<file path="src/rtl/core_result_serializer.sv">
// core_result_serializer
// Per-core output stage: captures one parallel result, optionally emits a
// header beat carrying CORE_ID, then streams the result LSB chunk first as
// DATA_WIDTH beats, flagging the final beat with m_last.
//
// Stream handshake: a beat transfers on a rising clk edge where
// m_valid && m_ready. Once m_valid is high, m_valid/m_data/m_last hold
// until that transfer; m_valid never depends combinationally on m_ready.
// The result side transfers on result_valid && result_ready.
module core_result_serializer #(
    parameter int DATA_WIDTH   = 8,
    parameter int RESULT_WIDTH = 64,
    parameter int HEADER_EN    = 1,
    parameter int CORE_ID      = 0
) (
    input  logic                    clk,
    input  logic                    resetb,
    input  logic                    result_valid,
    output logic                    result_ready,
    input  logic [RESULT_WIDTH-1:0] result_data,
    output logic                    req,
    output logic                    overflow,
    input  logic                    ovf_clear,
    output logic                    m_valid,
    input  logic                    m_ready,
    output logic                    m_last,
    output logic [DATA_WIDTH-1:0]   m_data
);

    localparam int PAY_BEATS = RESULT_WIDTH / DATA_WIDTH;
    localparam int BEATS     = PAY_BEATS + ((HEADER_EN != 0) ? 1 : 0);
    localparam int CNT_W     = $clog2(BEATS + 1);

    // Index of the final payload beat in the payload beat counter.
    localparam logic [CNT_W-1:0]      LAST_IDX    = CNT_W'(PAY_BEATS - 1);
    localparam logic [DATA_WIDTH-1:0] HDR_WORD    = DATA_WIDTH'(CORE_ID);
    localparam logic                  SINGLE_BEAT = (PAY_BEATS == 1);

    typedef enum logic [1:0] {
        ST_IDLE = 2'd0,
        ST_HDR  = 2'd1,
        ST_PAY  = 2'd2
    } state_t;

    state_t                  state_q;
    logic [RESULT_WIDTH-1:0] sr_q;
    logic [CNT_W-1:0]        cnt_q;
    logic                    m_valid_q;
    logic                    m_last_q;
    logic [DATA_WIDTH-1:0]   m_data_q;
    logic                    ovf_q;
    logic                    ovf_d;

    logic                    beat_hs;
    logic                    frame_done;
    logic                    capture;
    logic                    ovf_set;
    logic [RESULT_WIDTH-1:0] sr_shift;
    logic [CNT_W-1:0]        cnt_inc;

    assign beat_hs      = m_valid_q && m_ready;
    assign frame_done   = beat_hs && m_last_q;
    // Accepting on the last handshake lets frames run back to back.
    assign result_ready = (state_q == ST_IDLE) || frame_done;
    assign capture      = result_valid && result_ready;
    assign ovf_set      = result_valid && !result_ready;
    assign sr_shift     = sr_q >> DATA_WIDTH;
    assign cnt_inc      = cnt_q + CNT_W'(1);

    // Overflow next value: a dropped offer wins over a clear in the same cycle.
    always_comb begin
        ovf_d = ovf_q;
        if (ovf_set) begin
            ovf_d = 1'b1;
        end else if (ovf_clear) begin
            ovf_d = 1'b0;
        end
    end

    // Frame FSM: state, shift register, beat counter and registered stream outputs.
    always_ff @(posedge clk or negedge resetb) begin
        if (!resetb) begin
            state_q   <= ST_IDLE;
            sr_q      <= '0;
            cnt_q     <= '0;
            m_valid_q <= 1'b0;
            m_last_q  <= 1'b0;
            m_data_q  <= '0;
        end else if (capture) begin
            sr_q      <= result_data;
            cnt_q     <= '0;
            m_valid_q <= 1'b1;
            if (HEADER_EN != 0) begin
                state_q  <= ST_HDR;
                m_data_q <= HDR_WORD;
                m_last_q <= 1'b0;
            end else begin
                state_q  <= ST_PAY;
                m_data_q <= result_data[DATA_WIDTH-1:0];
                m_last_q <= SINGLE_BEAT;
            end
        end else begin
            case (state_q)
                ST_IDLE: begin
                end
                ST_HDR: begin
                    if (beat_hs) begin
                        state_q  <= ST_PAY;
                        m_data_q <= sr_q[DATA_WIDTH-1:0];
                        m_last_q <= SINGLE_BEAT;
                    end
                end
                ST_PAY: begin
                    if (beat_hs) begin
                        if (m_last_q) begin
                            state_q   <= ST_IDLE;
                            sr_q      <= '0;
                            cnt_q     <= '0;
                            m_valid_q <= 1'b0;
                            m_last_q  <= 1'b0;
                            m_data_q  <= '0;
                        end else begin
                            sr_q     <= sr_shift;
                            cnt_q    <= cnt_inc;
                            m_data_q <= sr_shift[DATA_WIDTH-1:0];
                            m_last_q <= (cnt_inc == LAST_IDX);
                        end
                    end
                end
                default: begin
                    state_q   <= ST_IDLE;
                    sr_q      <= '0;
                    cnt_q     <= '0;
                    m_valid_q <= 1'b0;
                    m_last_q  <= 1'b0;
                    m_data_q  <= '0;
                end
            endcase
        end
    end

    // Sticky overflow flag.
    always_ff @(posedge clk or negedge resetb) begin
        if (!resetb) begin
            ovf_q <= 1'b0;
        end else begin
            ovf_q <= ovf_d;
        end
    end

    assign m_valid  = m_valid_q;
    assign m_last   = m_last_q;
    assign m_data   = m_data_q;
    assign req      = m_valid_q;
    assign overflow = ovf_q;

endmodule
</file>
<file path="config.mk">
export PLATFORM = sky130hd
export DESIGN_NAME = core_result_serializer
export DESIGN_NICKNAME = d
export VERILOG_FILES = /design/src/rtl/core_result_serializer.sv
export SDC_FILE = /design/constraint.sdc
export NUM_CORES = 1
export LEC_CHECK = 0
export CORE_MARGIN = 3
export CORE_UTILIZATION = 55
export DETAILED_ROUTE_END_ITERATION = 7
export GPL_ROUTABILITY_DRIVEN = 0
export GPL_TIMING_DRIVEN = 0
export MAX_ROUTING_LAYER = met4
export PLACE_DENSITY_LB_ADDON = 0.08
export SLEW_MARGIN = 40
export SYNTH_ARGS = -nofsm -noshare
export SYNTH_HDL_FRONTEND = slang
export SYNTH_SLANG_ARGS = --single-unit
</file>
<file path="constraint.sdc">
create_clock -name clk -period 5.3 [get_ports clk]
set_input_delay 0.795 -clock clk [delete_from_list [all_inputs] [get_ports clk]]
set_output_delay 0.795 -clock clk [all_outputs]
set_load 0.1 [all_outputs]
</file>
==> metrics.csv <==
stage,metric,value,unit
run_status,outcome,"complete, no violations",
cells_and_area,share of cells above drive strength 1,10.4,%
clock_tree,number of buffers added for setup after CTS,0,
critical_path,crit-path max cell delay,0.53,ns
place,Place WS,2.50,ns
clock_tree,clk sinks,81,
grt,GRT met3 Usage,5.68,%
synthesis,syn_nets,504,
synthesis,sequential fraction of the synthesis area,53.7,%
clock_tree,root buffer cell,clkbuf_8,
synthesis,Cells after Synth,430,
timing,Clock Skews,0.00656,ns
timing,worst hold slack,0.321,ns
drt,post-route ant nets,0,
floorplan,core footprint,6490,sq um
cells_and_area,nets,597,
timing,setup violators final,0,
synthesis,Post-synth top flop,dfrtp_1,
clock_tree,worst-case clock buffer depth,2,
timing,total negative slack,0,ns
critical_path,"Max FO, Critical Path",5,
critical_path,Top delay family on crit path,buffers and inverters,
synthesis,synth unique cells,34,
job,max_cap viols,0,
grt,GR Util met1,33.3,%
clock_tree,CTS tree,done,
power_and_ir_drop,LEAKAGE,2.08,nW
grt,first-pass GRT wire length,15.3,mm
synthesis,ys async rst share,100,%
timing,Max-slew headroom,67.6,%
critical_path,startpoint types,primary input,
timing,Tightest Pin Transition,0.487,ns
clock_tree,CTS resizes,0,
place,hpwl dp,6.81,mm
power_and_ir_drop,power density over the cells,641,nW/um^2
timing,RSZ-0062 raised after global routing,no,
synthesis,post-synthesis area per instance,8.78,sq um
clock_tree,hold buffer count at CTS,0,
timing,post-route setup slack,2.49,ns
cells_and_area,Area growth syn-to-layout,27.9,%
timing,final hold vios,0,
floorplan,io pins,82,
grt,initial antenna violation count,0,
synthesis,YS warnings,0,
timing,crit path time final,2.81,ns
drt,Pre-antenna DRT Iters,4,
synthesis,synthesized area,3770,sq um
floorplan,Starting Density,58.1,%
cells_and_area,share of the core filled with cells,74.3,%
place,IO Port Bufs,81,
critical_path,Worst EP arrival,2.01,ns
critical_path,Worst Setup End Kind,primary output,
timing,Final Slew Violations,0,
synthesis,Post-synth EDFFs,0,
critical_path,kind of critical path,primary input to primary output,
critical_path,Worst Path Buf+Inv,2,
critical_path,WP data required,4.51,ns
floorplan,Die Y,88.8,microns
power_and_ir_drop,worst vdd rail ir drop,0.000332,V
cells_and_area,antenna cell count,0,
clock_tree,H-tree depth,3,
worst_hold_path,Worst Hold Class,primary input to asynchronous set/reset pin,
synthesis,top-area cell type share of the netlist area,53.7,%
drt,via count,3445,
timing,fmax,356,MHz
timing,period utilization,52.9,%
grt,GRT Total Usage,25.9,%
drt,via/cell ratio,5.69,
synthesis,"area leader, netlist",dfrtp_1,
grt,vias in the first global route,3381,
floorplan,Rows,29,
clock_tree,clk_lat worst skew,0.35,ns
synthesis,Synth Register Bits,81,
grt,largest net degree at the start of global routing,50,
drt,First DRT Iteration DRCs,214,
clock_tree,clock-pin slew on the worst setup and hold paths,0.08,ns
drt,DR WL/cell,15.1,microns
power_and_ir_drop,Final Total Pwr,3.09,mW
floorplan,chip width,88.8,microns
critical_path,CP Cell Sequence,"clkdlybuf4s50_1, a31o_2, buf_2",
critical_path,Crit-path slowest cell,clkdlybuf4s50_1,
drt,total wire length,9.14,mm
grt,grt total ovfl,0,
drt,DRC Markers,0,
floorplan,Die ar.,7890,sq um
synthesis,Synth area leaders,"dfrtp_1 54%, a21oi_1 7.4%, nand2_1 7.3%",
grt,M2 GR Usage,41.0,%
grt,GRT busiest layer,met2,
clock_tree,cts bufs inserted,9,
[area by class of cell]
cell class / instances / area [sq um]
Clock buffer: 10 / 138
Inverter: 5 / 18.8
Sequential cell: 81 / 2030
Fill cell: 495 / 1670
Multi-Input combinational cell: 312 / 1580
Buffer: 32 / 150
Timing Repair Buffer: 82 / 774
Tap cell: 77 / 96.3
Clock inverter: 6 / 43.8
[placed cells by master, fill, tap and decap left out, drive strengths merged, types with 4 or more instances in the layout]
cell type	n
dfrtp	81
nand2	74
clkdlybuf4s50	67
nor2	59
a21oi	57
o21ai	53
buf	31
clkbuf	26
nand3	19
a22o	17
a31oi	8
inv	5
ha	5
clkinvlp	4
[sequential cells by signal (all words and copies together) (netlist names)]
name	cells
m_data	8
overflow	1
cnt_q	4
m_valid	1
state_q	2
m_last	1
sr_q	64
[stage by stage]
stage,instance area [sq um],instances
6_report,4830,605
5_1_grt,4830,605
4_1_cts,4830,605
3_5_place_dp,4640,589
3_3_place_gp,4680,588
2_1_floorplan,3770,430
[logic make-up (layout without fill, tap and decap cells)]
family / count (synthesis) / count (layout) / synth area share [%]
simple gates: 160 / 160 / 17.3
compound gates: 146 / 146 / 22.6
flops: 81 / 81 / 53.7
buf+inv: 37 / 135 / 4.48
fa+ha+maj: 5 / 5 / 1.66
xor+xnor: 1 / 1 / 0.232
[cell usage after synthesis (2+ instances only)]
cell type and number:
a21o_1 2, a21oi_1 56, a22o_1 17, a31oi_1 8, and2_1 3, buf_2 14, clkbuf_1 15, dfrtp_1 81
ha_1 5, inv_1 5, nand2_1 73, nand3_1 19, nand4_1 2, nor2_1 59, o21ai_0 51, o21ai_1 2
[report_power, final]
part / switching, mW / total (mW) / leakage (nW) / internal [mW]
Clock: 0.228 / 0.410 / 0.0805 / 0.182
Combinational: 1.07 / 1.59 / 0.994 / 0.517
Sequential: 0.178 / 1.10 / 1.01 / 0.920
[layer usage]
| metal | vias to the layer above | wire length [microns] |
|---|---|---|
| li1 | 1666 | - |
| met2 | 109 | 4380 |
| met3 | 20 | 491 |
| met5 | - | 0 |
| met1 | 1650 | 4080 |
| met4 | 0 | 185 |
[path summary, 6_finish.rpt]
| kind | start | endpoint | slack, ns | depth (start not counted) |
|---|---|---|---|---|
| min in group clk | sr_q[59] | sr_q[59] | 0.51 | 1 |
| max reg2reg | state_q[0] | sr_q[39] | 3.24 | 8 |
| min reg2reg | sr_q[59] | sr_q[59] | 0.51 | 1 |
| max in group asynchronous | resetb | sr_q[39] | 4.45 | 2 |
| max | m_ready | result_ready | 2.49 | 3 |
| min | resetb | m_data[2] | 0.32 | 1 |
(Power assumes the default switching activity.)
